## src/rtl/chip8_pkg.sv

```systemverilog
// Shared constants and types for the CHIP-8 memory fetch path.
package chip8_pkg;

    localparam int unsigned ADDR_W = 12;
    localparam int unsigned DATA_W = 8;

    localparam logic [11:0] FONT_BASE   = 12'h000;
    localparam int unsigned FONT_STRIDE = 5;
    localparam logic [11:0] PROG_BASE   = 12'h200;

    localparam logic FETCH_OP    = 1'b0;
    localparam logic FETCH_BURST = 1'b1;

    typedef logic [15:0] opcode_t;

    typedef enum logic [1:0] {
        StIdle,
        StIssue,
        StDrain
    } fetch_state_e;

endpackage

```

## src/rtl/chip8_rd_pipe.sv

```systemverilog
// Two-stage valid/index/last shift register matching the memory read latency.
module chip8_rd_pipe #(
    parameter int unsigned IDX_W = 4
) (
    input  logic             clk,
    input  logic             rst,
    input  logic             in_valid,
    input  logic [IDX_W-1:0] in_idx,
    input  logic             in_last,
    output logic             out_valid,
    output logic [IDX_W-1:0] out_idx,
    output logic             out_last
);

    logic [1:0]       valid_q;
    logic [1:0]       last_q;
    logic [IDX_W-1:0] idx_q [2];

    always_ff @(posedge clk) begin
        if (rst) begin
            valid_q <= '0;
            last_q  <= '0;
            idx_q[0] <= '0;
            idx_q[1] <= '0;
        end else begin
            valid_q  <= {valid_q[0], in_valid};
            last_q   <= {last_q[0], in_valid & in_last};
            idx_q[0] <= in_idx;
            idx_q[1] <= idx_q[0];
        end
    end

    assign out_valid = valid_q[1];
    assign out_last  = last_q[1];
    assign out_idx   = idx_q[1];

endmodule

```

## src/rtl/chip8_fetch.sv

```systemverilog
// Read master for CHIP-8 program/font memory: opcode fetches and pipelined bursts.
// Optional range checking is built when CHIP8_FETCH_FAULT_EN is defined.
module chip8_fetch #(
    parameter int unsigned ADDR_W = 12,
    parameter int unsigned DATA_W = 8,
    parameter int unsigned LEN_W  = 5
) (
    input  logic                clk,
    input  logic                rst,
    input  logic                req_valid,
    input  logic                req_mode,
    input  logic [ADDR_W-1:0]   req_addr,
    input  logic [LEN_W-1:0]    req_len,
    output logic                busy,
    output logic [ADDR_W-1:0]   mem_addr,
    input  logic [DATA_W-1:0]   mem_data,
    output chip8_pkg::opcode_t  opcode,
    output logic                opcode_valid,
    output logic [DATA_W-1:0]   byte_data,
    output logic [3:0]          byte_idx,
    output logic                byte_valid,
    output logic                done,
    output logic                fault
);

    import chip8_pkg::*;

    fetch_state_e state_q, state_d;

    logic [ADDR_W-1:0] mem_addr_q;
    logic [LEN_W-1:0]  count_q, issued_q, req_count;
    logic              mode_q;
    logic [DATA_W-1:0] hi_q;
    logic              busy_q, done_q, opcode_valid_q, byte_valid_q;
    logic [DATA_W-1:0] byte_data_q;
    logic [3:0]        byte_idx_q;
    opcode_t           opcode_q;

    logic       accept, zero_burst, issue_more, finish;
    logic       pipe_in_valid, pipe_in_last, pipe_valid, pipe_last;
    logic [3:0] pipe_in_idx, pipe_idx;

    always_ff @(posedge clk) begin
        if (rst) begin
            state_q <= StIdle;
        end else begin
            state_q <= state_d;
        end
    end

    always_comb begin
        state_d = state_q;
        unique case (state_q)
            StIdle:  if (accept && !zero_burst) state_d = StIssue;
            StIssue: if (!issue_more) state_d = StDrain;
            StDrain: if (finish) state_d = StIdle;
            default: state_d = StIdle;
        endcase
    end

    always_comb begin
        accept        = (state_q == StIdle) && req_valid;
        zero_burst    = (req_mode == FETCH_BURST) && (req_len == '0);
        req_count     = (req_mode == FETCH_BURST) ? req_len : LEN_W'(2);
        issue_more    = (state_q == StIssue) && (issued_q < count_q);
        pipe_in_valid = (accept && !zero_burst) || issue_more;
        pipe_in_idx   = accept ? 4'd0 : issued_q[3:0];
        pipe_in_last  = accept ? (req_count == LEN_W'(1))
                               : (LEN_W'(issued_q + 1'b1) == count_q);
        finish        = pipe_valid && pipe_last;
    end

    chip8_rd_pipe #(
        .IDX_W(4)
    ) u_rd_pipe (
        .clk       (clk),
        .rst       (rst),
        .in_valid  (pipe_in_valid),
        .in_idx    (pipe_in_idx),
        .in_last   (pipe_in_last),
        .out_valid (pipe_valid),
        .out_idx   (pipe_idx),
        .out_last  (pipe_last)
    );

    always_ff @(posedge clk) begin
        if (rst) begin
            mem_addr_q     <= '0;
            count_q        <= '0;
            issued_q       <= '0;
            mode_q         <= FETCH_OP;
            hi_q           <= '0;
            busy_q         <= 1'b0;
            done_q         <= 1'b0;
            opcode_valid_q <= 1'b0;
            byte_valid_q   <= 1'b0;
            byte_data_q    <= '0;
            byte_idx_q     <= '0;
            opcode_q       <= '0;
        end else begin
            if (accept && !zero_burst) begin
                mem_addr_q <= req_addr;
                count_q    <= req_count;
                issued_q   <= LEN_W'(1);
                mode_q     <= req_mode;
            end else if (issue_more) begin
                mem_addr_q <= mem_addr_q + 1'b1;
                issued_q   <= issued_q + 1'b1;
            end

            // busy stays up through the done cycle even though the FSM is already idle
            if (accept)      busy_q <= 1'b1;
            else if (done_q) busy_q <= 1'b0;

            done_q         <= finish || (accept && zero_burst);
            opcode_valid_q <= finish && (mode_q == FETCH_OP);
            byte_valid_q   <= pipe_valid && (mode_q == FETCH_BURST);

            if (pipe_valid && (mode_q == FETCH_BURST)) begin
                byte_data_q <= mem_data;
                byte_idx_q  <= pipe_idx;
            end
            if (pipe_valid && (mode_q == FETCH_OP)) begin
                if (pipe_last) opcode_q <= {hi_q, mem_data};
                else           hi_q     <= mem_data;
            end
        end
    end

`ifdef CHIP8_FETCH_FAULT_EN
    logic              fault_q, fault_pend_q, req_bad;
    logic [ADDR_W:0]   burst_end;

    always_comb begin
        burst_end = {1'b0, req_addr} + (ADDR_W + 1)'(req_len);
        if (req_mode == FETCH_OP) begin
            req_bad = req_addr[0] || (req_addr == '1);
        end else begin
            // range addr..addr+len-1 crosses the top when the end exceeds 2^ADDR_W
            req_bad = burst_end[ADDR_W] && (burst_end[ADDR_W-1:0] != '0);
        end
    end

    always_ff @(posedge clk) begin
        if (rst) begin
            fault_q      <= 1'b0;
            fault_pend_q <= 1'b0;
        end else if (accept) begin
            fault_q      <= zero_burst ? 1'b0 : 1'b0;
            fault_pend_q <= zero_burst ? 1'b0 : req_bad;
        end else if (finish) begin
            fault_q      <= fault_pend_q;
        end
    end

    assign fault = fault_q;
`else
    assign fault = 1'b0;
`endif

    assign busy         = busy_q;
    assign mem_addr     = mem_addr_q;
    assign opcode       = opcode_q;
    assign opcode_valid = opcode_valid_q;
    assign byte_data    = byte_data_q;
    assign byte_idx     = byte_idx_q;
    assign byte_valid   = byte_valid_q;
    assign done         = done_q;

endmodule

```

## config.mk

```make
export PLATFORM = sky130hd
export DESIGN_NAME = chip8_fetch
export DESIGN_NICKNAME = d
export VERILOG_FILES = /design/src/rtl/chip8_pkg.sv /design/src/rtl/chip8_rd_pipe.sv /design/src/rtl/chip8_fetch.sv
export SDC_FILE = /design/constraint.sdc
export NUM_CORES = 1
export LEC_CHECK = 0
export ABC_AREA = 1
export BUFFER_PORTS_ARGS = -buffer_cell sky130_fd_sc_hd__buf_2
export CAP_MARGIN = 20
export CORE_ASPECT_RATIO = 1.75
export CORE_MARGIN = 10
export CORE_UTILIZATION = 54
export DETAILED_ROUTE_END_ITERATION = 10
export PLACE_DENSITY = 0.88
export SYNTH_ARGS = -nofsm -noshare
export SYNTH_HDL_FRONTEND = slang
export SYNTH_SLANG_ARGS = --single-unit
```

## constraint.sdc

```tcl
create_clock -name clk -period 2.19 [get_ports clk]
set_clock_uncertainty 0.2 [all_clocks]
set_input_delay 0.1095 -clock clk [delete_from_list [all_inputs] [get_ports clk]]
set_output_delay 0.1095 -clock clk [all_outputs]
set_load 0.01 [all_outputs]
```

======== Word-level counts from Yosys, hierarchy flattened ========
Memory sizes are Yosys's and may differ from the RTL's. A register that Yosys moved wholly into a read port is not among the register bits.
Index checks and enable logic that the tools add are counted.
word-level totals
  output and inout port bits .............. 45
  memories ................................ 1
  register bits after elaboration ......... 65
  bits of input ports ..................... 29
  logic and storage cells ................. 69
  RAM bits ................................ 8
operators by class
  add/sub/neg operators ................... 2
  equal/unequal tests ..................... 7
  muxes and demuxes ....................... 18
  reductions and logical operators ........ 20
  $lt $le $gt $ge ......................... 1
  bitwise gates (word level) .............. 5
memory list
  name             words  width  rd ports  clocked after Yosys merged registers in  wr ports  RTL line             source
  u_rd_pipe.idx_q  2      4      2         1                                        2         chip8_rd_pipe.sv:17  logic [IDX_W-1:0] idx_q [2];
operators by type and width
  operator                 number
  $mux W12                 2
  $add A12 B1 Y12 const B  1
  $mux W4                  3
  $logic_and A1 B1 Y1      9
  $mux W1                  8
  $mux W2                  3
  $pmux W2 S3              1
  $add A5 B1 Y5 const B    1
  $eq A5 B1 Y1 const B     1
  $eq A5 B5 Y1             1
  $logic_not A5 Y1         1
  $lt A5 B5 Y1             1
  $mux W5                  1
  $ne A2 B2 Y1 const B     2
  $reduce_and A2 Y1        2
  $reduce_bool A2 Y1       2
  $reduce_and A3 Y1        1
  $eq A2 B1 Y1 const B     1
  $eq A2 B2 Y1 const B     1
  $logic_not A2 Y1         1
  $logic_or A1 B1 Y1       2
  $ne A2 B1 Y1 const B     1
  $not A1 Y1               2
  $or A1 B1 Y1             2
  3 further kinds          3

======== Longest topological paths before layout ========
Gate-level depths: netlist of run 1.
  depth after elaboration ................. 6
  gate-level depth with buffers ........... 12
  mapped depth without buffers ............ 12

======== Modules after synthesis ========
From an unflattened synthesis of run 1, not the netlist that was laid out.
second synthesis, totals
  cell total of the unflattened synthesis .. 506
  area, all modules ....................... 3553.4 um^2
modules (own cells, without submodules)
  module         instances  area an instance (um^2)  cells each
  chip8_fetch    1          3181.8                   465
  chip8_rd_pipe  1          371.6                    41

======== Worst setup path after synthesis of run 1 ========
OpenSTA, ideal clock, no wires.
  path type ............................... reg2reg
  start ................................... register count_q[4]
  end ..................................... register mem_addr_q[2] (netlist: mem_addr[2])
  arrival time ............................ 1.415 ns
  period minus slack after synthesis ...... 1.736 ns
  cell stages (with the launch flop) ...... 10
  library setup time ...................... 0.121 ns
  setup slack ............................. 0.454 ns
  data required time ...................... 1.869 ns
  path buffers ............................ 1
  cell sequence ........................... dfxtp_1 -> inv_1 -> ha_1 -> nand2_1 -> inv_1 -> nor2_1 -> nand3_2 -> buf_2 -> nor3_1 -> nor3_2
between the ends
  longest elaborated chain between the ends .. 3
ends and longest elaborated chain
  item                                 RTL line            source
  start, declared                      chip8_fetch.sv:31   logic [LEN_W-1:0] count_q, issued_q, req_count;
  start signal, assigned               chip8_fetch.sv:103  count_q <= req_count;
  $lt A5 B5 Y1                         chip8_fetch.sv:65   issue_more = (state_q == StIssue) && (issued_q < count_q);
  $logic_and A1 B1 Y1                  chip8_fetch.sv:65
  $reduce_bool A2 Y1 (no source line)  n/a
  end signal, assigned                 chip8_fetch.sv:102  mem_addr_q <= req_addr;
  end signal, assigned                 chip8_fetch.sv:107  mem_addr_q <= mem_addr_q + 1'b1;
  end, declared                        chip8_fetch.sv:30   logic [ADDR_W-1:0] mem_addr_q;
No other way between the ends.
A chain may end at the register's enable or synchronous reset.

==> results.toml, run 1 <==
[run_status]
status = "finished, final reports clean"

[min_path]
hold_class = "in -> reg"

[logic_synthesis]
synth_fp_nets = 483
synth_seq_area_share_pct = 46.3
synth_top_flop_cell = "dfxtp_1"
synth_top_cells_by_area = "dfxtp_1 46%, nor2_1 12%, o21ai_0 7.1%"
ys_ff_latch = 77
ys_types = 39
synth-edff-count = 0
synth_cells = 447
syn_avg_cell_area_um2 = 7.45
synth.cell_area_mm2 = 0.00333
synth_top_area_share_pct = 46.3
yosys_warnings = 0
synth_area_leader_cell = "dfxtp_1"
async_reset_ff_share_pct = 0

[global_routing]
grt_overflow = 0
grt_pass1_vias = 3410
antenna_found_initial = 0
grt.total_usage_pct = 19.7
grt_pass1_wl_um = 15600
grt_max_degree = 52

[die]
chipHeight_um = 124
dieArea_mm2 = 0.00984
fp.dieW_um = 79.4
start_util_pct = 56.2
pin_count = 74
num_rows = 37
core_mm2 = 0.00593

[worst_setup_path]
worst_setup_path_end_kind = "flip-flop"
critPathKind = "in -> reg"
worstPathArrival_ps = 2130
crit_top_cell = "dlygate4sd3_1"
cp_max_fo = 51
worstPathRequired_ps = 2260
cpMaxStageDelayCell = "dlygate4sd3_1"
max_stage_delay_ps = 600
critPathLaunchType = "primary input"
crit_path_cell_trace = "dlygate4sd3_1, buf_2, inv_1, buf_4, nand3_1, dlygate4sd3_1, o22ai_1"

[finish]
final_common_cell = "nor2_1"
layout_common_cells = "109 x nor2_1, 77 x dfxtp_1, 72 x buf_2"
syn_to_final_growth_pct = 28.5
drive_gt1_share_pct = 22.4
nets = 589
diodes = 0

[clocking]
ctsHoldBuffers = 31
cts_max_level = 3
cts_made_buffers = 9
postCtsSetupBuffers = 0
clk_latency_ps = 350
cts_sinks = 77
path_clk_slew_ps = 80
cts_tree = "built"
cts_buffer_depth = 2
post_cts_resized = 0
clockRootBuffer = "clkbuf_8"

[pwr]
p_leak_nw = 2.01
pwr_density_cell_mw_per_mm2 = 785
irDropWorstVdd_v = 0.000530

[timing]
period_needed_ps = 2060
setup_ws_ps = 134
setup_viol = 0
slew_viol_final = 0
rsz0062_at_grt = "no"
setup_tns_ps = 0
hold-worst-slack_ps = 26.3
hold_violations = 0
fin_crit_sh_pct = 93.9
fmax_mhz = 486

[detailed_routing]
ant_nets = 0
viasPerCell = 5.37
wire_per_inst_um = 15.1
firstDrtPassIters = 5
drt-total-wl_um = 9590
vias = 3415
drc = 0
initialDrtViolationCount = 213

[placed_design]
dp_hpwl_um = 6480
dpl_worst_slack_ps = 271
place_congestion = 0.896
io_buffers = 72

[run]
drv_cap = 0
## cells in the mapped netlist, types with 2 or more instances
cell type and n:
a21oi_1 16, nand3_2 2, nor3_1 3, xnor2_1 2, inv_1 36, nor2_2 3
o21ai_0 47, buf_4 2, nand2_1 61, clkbuf_1 8, nand3_1 26, o21ai_1 3
buf_2 2, dfxtp_1 77, nor2_4 3, buf_6 3, nor2_1 109, ha_1 7
inv_2 4, nand4_1 4, clkinv_1 2, nor3_2 2, o21ai_2 5, or2_2 3
o22ai_1 3
## per-stage QoR
stage	instances	total power, mW	instance area, µm²	utilization (%)
6_report	636	3.36	4280	72.3
2_1_floorplan	447	1.98	3330	-
3_3_place_gp	589	2.14	3750	63.3
4_1_cts	636	3.37	4280	72.3
5_1_grt	636	3.52	4280	72.3
3_5_place_dp	589	2.16	3750	63.3
## area by class of cell
class | instances | area (µm²)
multi-input combinational | 310 | 1520
clock inverter | 7 | 98.8
tap | 78 | 97.6
inverter | 43 | 166
sequential | 77 | 1540
timing repair buffer | 112 | 738
clock buffer | 9 | 124
fill | 453 | 1640
## final timing paths
path                             from             endpoint  slack, ps  cells after the start
setup / recovery                  rst           count_q[3]        130                      7
hold / removal           req_addr[11]         mem_addr[11]         30                      5
setup reg to reg           count_q[4]          issued_q[2]        230                     10
hold reg to reg   u_rd_pipe.last_q[0]  u_rd_pipe.last_q[1]        210                      2
## critical path, delay by kind of cell
kind            cells  cell delay (ps)
compound gates      1              180
buf+inv             5             1710
simple gates        1              110
## registers in the layout, indices dropped and copies added, names as in the netlist
register,count
opcode,16
opcode_valid,1
byte_data,8
hi_q,8
state_q,2
byte_idx,4
count_q,5
done,1
u_rd_pipe.idx_q,8
mode_q,1
issued_q,5
u_rd_pipe.valid_q,2
byte_valid,1
u_rd_pipe.last_q,2
busy,1
mem_addr,12
## power by group
group | total [mW] | internal, mW | switching, mW
clock network | 1.18 | 0.647 | 0.534
registers | 1.57 | 1.49 | 0.0846
logic | 0.609 | 0.243 | 0.366
## metal layers
layer	routed length, µm	part of all wire (%)	track usage, %
met3	631	6.6	5.19
met4	361	3.8	10.1
met5	0	0	0
met2	5140	54	36.9
met1	3450	36	19.2
## cells by family (layout without fill, tap and decap cells)
kind of cell | count (synthesis) | in the layout | share of synthesized area, %
flops | 77 | 77 | 46.3
other cells | 1 | 1 | 0.113
buf+inv | 60 | 171 | 8.22
xor+xnor | 3 | 3 | 0.789
simple gates | 219 | 219 | 28.7
fa+ha+maj | 7 | 7 | 2.63
compound gates | 80 | 80 | 13.3
Note: power is estimated with default switching activity, not from simulation.
==> run 2: changes to the inputs <==
--- a/config.mk
+++ b/config.mk
@@ -12,7 +12,8 @@
 export CORE_MARGIN = 10
 export CORE_UTILIZATION = 54
 export DETAILED_ROUTE_END_ITERATION = 10
-export PLACE_DENSITY = 0.88
+export PLACE_DENSITY = 0.87
 export SYNTH_ARGS = -nofsm -noshare
 export SYNTH_HDL_FRONTEND = slang
+export SYNTH_HIERARCHICAL = 1
 export SYNTH_SLANG_ARGS = --single-unit
==> run 2 against run 1 <==
  * Critical path depth increased by 3
  * Worst setup slack improved by 76 ps
  * Design area increased by 5.1%
  * Die area increased by 5.3%
  * Synthesized cell count increased by 13%
  * Sequential power about the same
  * Combinational power decreased by 4.4%
  * Largest power group unchanged
  * Sequential share of layout area decreased by 1.7 points
  * Power increased by 6.3%
  * Fmax increased by 3.9%
==> results.toml, run 2 <==
[run_status]
status = "finished, final reports clean"

[finish]
drive_gt1_share_pct = 19.1
layout_common_cells = "125 x nor2_1, 97 x nand2_1, 77 x dfxtp_1"
final_common_cell = "nor2_1"
design_area_mm2 = 0.00450
final_cells = 689
regArea_mm2 = 0.00154
nets = 638
multi_input_area_mm2 = 0.00166
syn_to_final_growth_pct = 26.6
n_fill_cell = 500
diodes = 0
fin_util_pct = 69.3
largest_reg_flops = 16

[die]
fp.dieW_um = 81.3
chipHeight_um = 127
num_rows = 39
start_util_pct = 54.8
pin_count = 74
dieArea_mm2 = 0.0104
core_mm2 = 0.00649

[worst_setup_path]
rrSetupSlack_ps = 210
worstPathRequired_ps = 2260
reg2reg_from = "count_q[4]"
critPathKind = "reg -> reg"
crit_path_cell_trace = "inv_1, ha_1, nand2_1, inv_1, nor2_1, nand3_4, buf_4, nand3b_1, nand2_1, nor2_1"
path_buf_inv = 3
worst-r2r-cell-count = 10
crit_cells = 10
crit_end = "mem_addr[2]"
cp_max_fo = 10
critPathLaunch = "count_q[4]"
cpMaxStageDelayCell = "dfxtp_1"
r2r-end = "mem_addr[2]"
worst_setup_path_end_kind = "flip-flop"
critPathLaunchType = "flip-flop"
max_stage_delay_ps = 340
worstPathArrival_ps = 2050
critPathTopFamily = "simple AND/OR/NAND/NOR gates"

[logic_synthesis]
yosysMostFrequentCell = "nor2_1"
synth_fp_nets = 542
syn_avg_cell_area_um2 = 7.02
synth_area_leader_cell = "dfxtp_1"
synth_top_flop_cell = "dfxtp_1"
synth_seq_area_share_pct = 43.4
synth_cells = 506
ys_types = 33
async_reset_ff_share_pct = 0
synth_top_cells_by_area = "dfxtp_1 43%, nor2_1 13%, nand2_1 10%"
synth.cell_area_mm2 = 0.00355
yosys_warnings = 6
synth-edff-count = 0
ys_ff_latch = 77
synth.top_cells.by_count = "125 x nor2_1, 98 x nand2_1, 77 x dfxtp_1"
synth_top_area_share_pct = 43.4

[timing]
fmax_mhz = 505
rsz0062_at_grt = "no"
setup_tns_ps = 0
hold_violations = 0
setup_viol = 0
slew_viol_final = 0
fin_crit_sh_pct = 90.4
period_needed_ps = 1980

[global_routing]
grt_overflow = 0
grt_pass1_vias = 3438
grt.total_usage_pct = 18.3
antenna_found_initial = 0
grt_pass1_wl_um = 15300
grt_max_degree = 52

[detailed_routing]
drc = 0
vias = 3485
viasPerCell = 5.06
drt-total-wl_um = 9180
ant_nets = 0
initialDrtViolationCount = 179
wire_per_inst_um = 13.3
firstDrtPassIters = 4

[clocking]
cts_buffer_depth = 2
cts_max_level = 3
cts_made_buffers = 9
clockRootBuffer = "clkbuf_16"
cts_tree = "built"
clk_latency_ps = 330
path_clk_slew_ps = 60
cts_sinks = 77

[min_path]
hold_class = "in -> reg"

[placed_design]
place_congestion = 0.894
place_inst = 647
io_buffers = 72
dpl_cell_area_mm2 = 0.00394
dp_hpwl_um = 6520

[run]
drv_cap = 0

[pwr]
pwr_density_cell_mw_per_mm2 = 794
p_leak_nw = 2.26
irDropWorstVdd_v = 0.000477
run 2: timing repair:
action / in CTS / in global routing
endpoints found under the hold margin: 43 / 0
setup endpoints to repair: 0 / 11
setup buffers: 0 / 0
hold buffers: 26 / 0
resized for setup: 0 / 2
run 2: worst min path at each step:
stage	from	end	slack, ps	cells past startpoint
after floorplan	rst	u_rd_pipe/valid_q[1]	-20	1
after global placement	req_len[0]	count_q[0]	150	3
after detailed placement	req_len[4]	count_q[4]	150	3
after CTS	req_addr[6]	mem_addr[6]	2	6
after global routing	rst	u_rd_pipe/last_q[1]	50	3
final	rst	done	10	3
run 2: cell type report:
class / count / share of cell area, %
multi-input combinational: 351 / 37.0
sequential: 77 / 34.3
timing repair buffer: 107 / 15.3
clock buffer: 12 / 5.48
inverter: 56 / 4.67
tap: 82 / 2.28
clock inverter: 4 / 1.06
run 2: power by group:
group | switching, mW | internal, mW
combinational | 0.351 | 0.230
sequential | 0.0630 | 1.48
clock | 0.540 | 0.909
run 2: worst reg2reg max path, stage by stage, from the launching register on:
cell	delay, ps
dfxtp_1	340
inv_1	70
ha_1	330
nand2_1	100
inv_1	50
nor2_1	180
nand3_4	160
buf_4	210
nand3b_1	110
nand2_1	70
nor2_1	110
run 2: cell families after synthesis:
family | count (synthesis) | share of synthesized area (%)
XOR/XNOR | 7 | 1.73
adder cells (fa/ha/maj) | 7 | 2.46
flip-flops | 77 | 43.4
other | 1 | 0.106
buffers and inverters | 78 | 10.1
AND/OR/NAND/NOR | 282 | 34.5
AO/OA/AOI/OAI | 54 | 7.71
run 2: layer usage:
layer | track usage [%] | share of wire (%) | vias to the layer above
met5 | 0 | 0 | -
met2 | 31.4 | 53 | 128
met4 | 13.3 | 4.4 | 0
met3 | 5.06 | 6.6 | 36
met1 | 17.9 | 36 | 1559
li1 | - | - | 1762
run 2: stage by stage:
| step | setup WS [ps] | power [mW] | hold WS [ps] |
|---|---|---|---|
| 4_1_cts | 140 | 3.58 | 2.10 |
| 3_5_place_dp | 162 | 2.10 | 148 |
| 5_1_grt | 8.44 | 3.73 | 50.1 |
| 3_3_place_gp | 269 | 2.08 | 145 |
| 6_report | 210 | 3.57 | 12.0 |
| 2_1_floorplan | 393 | 1.94 | -19.3 |
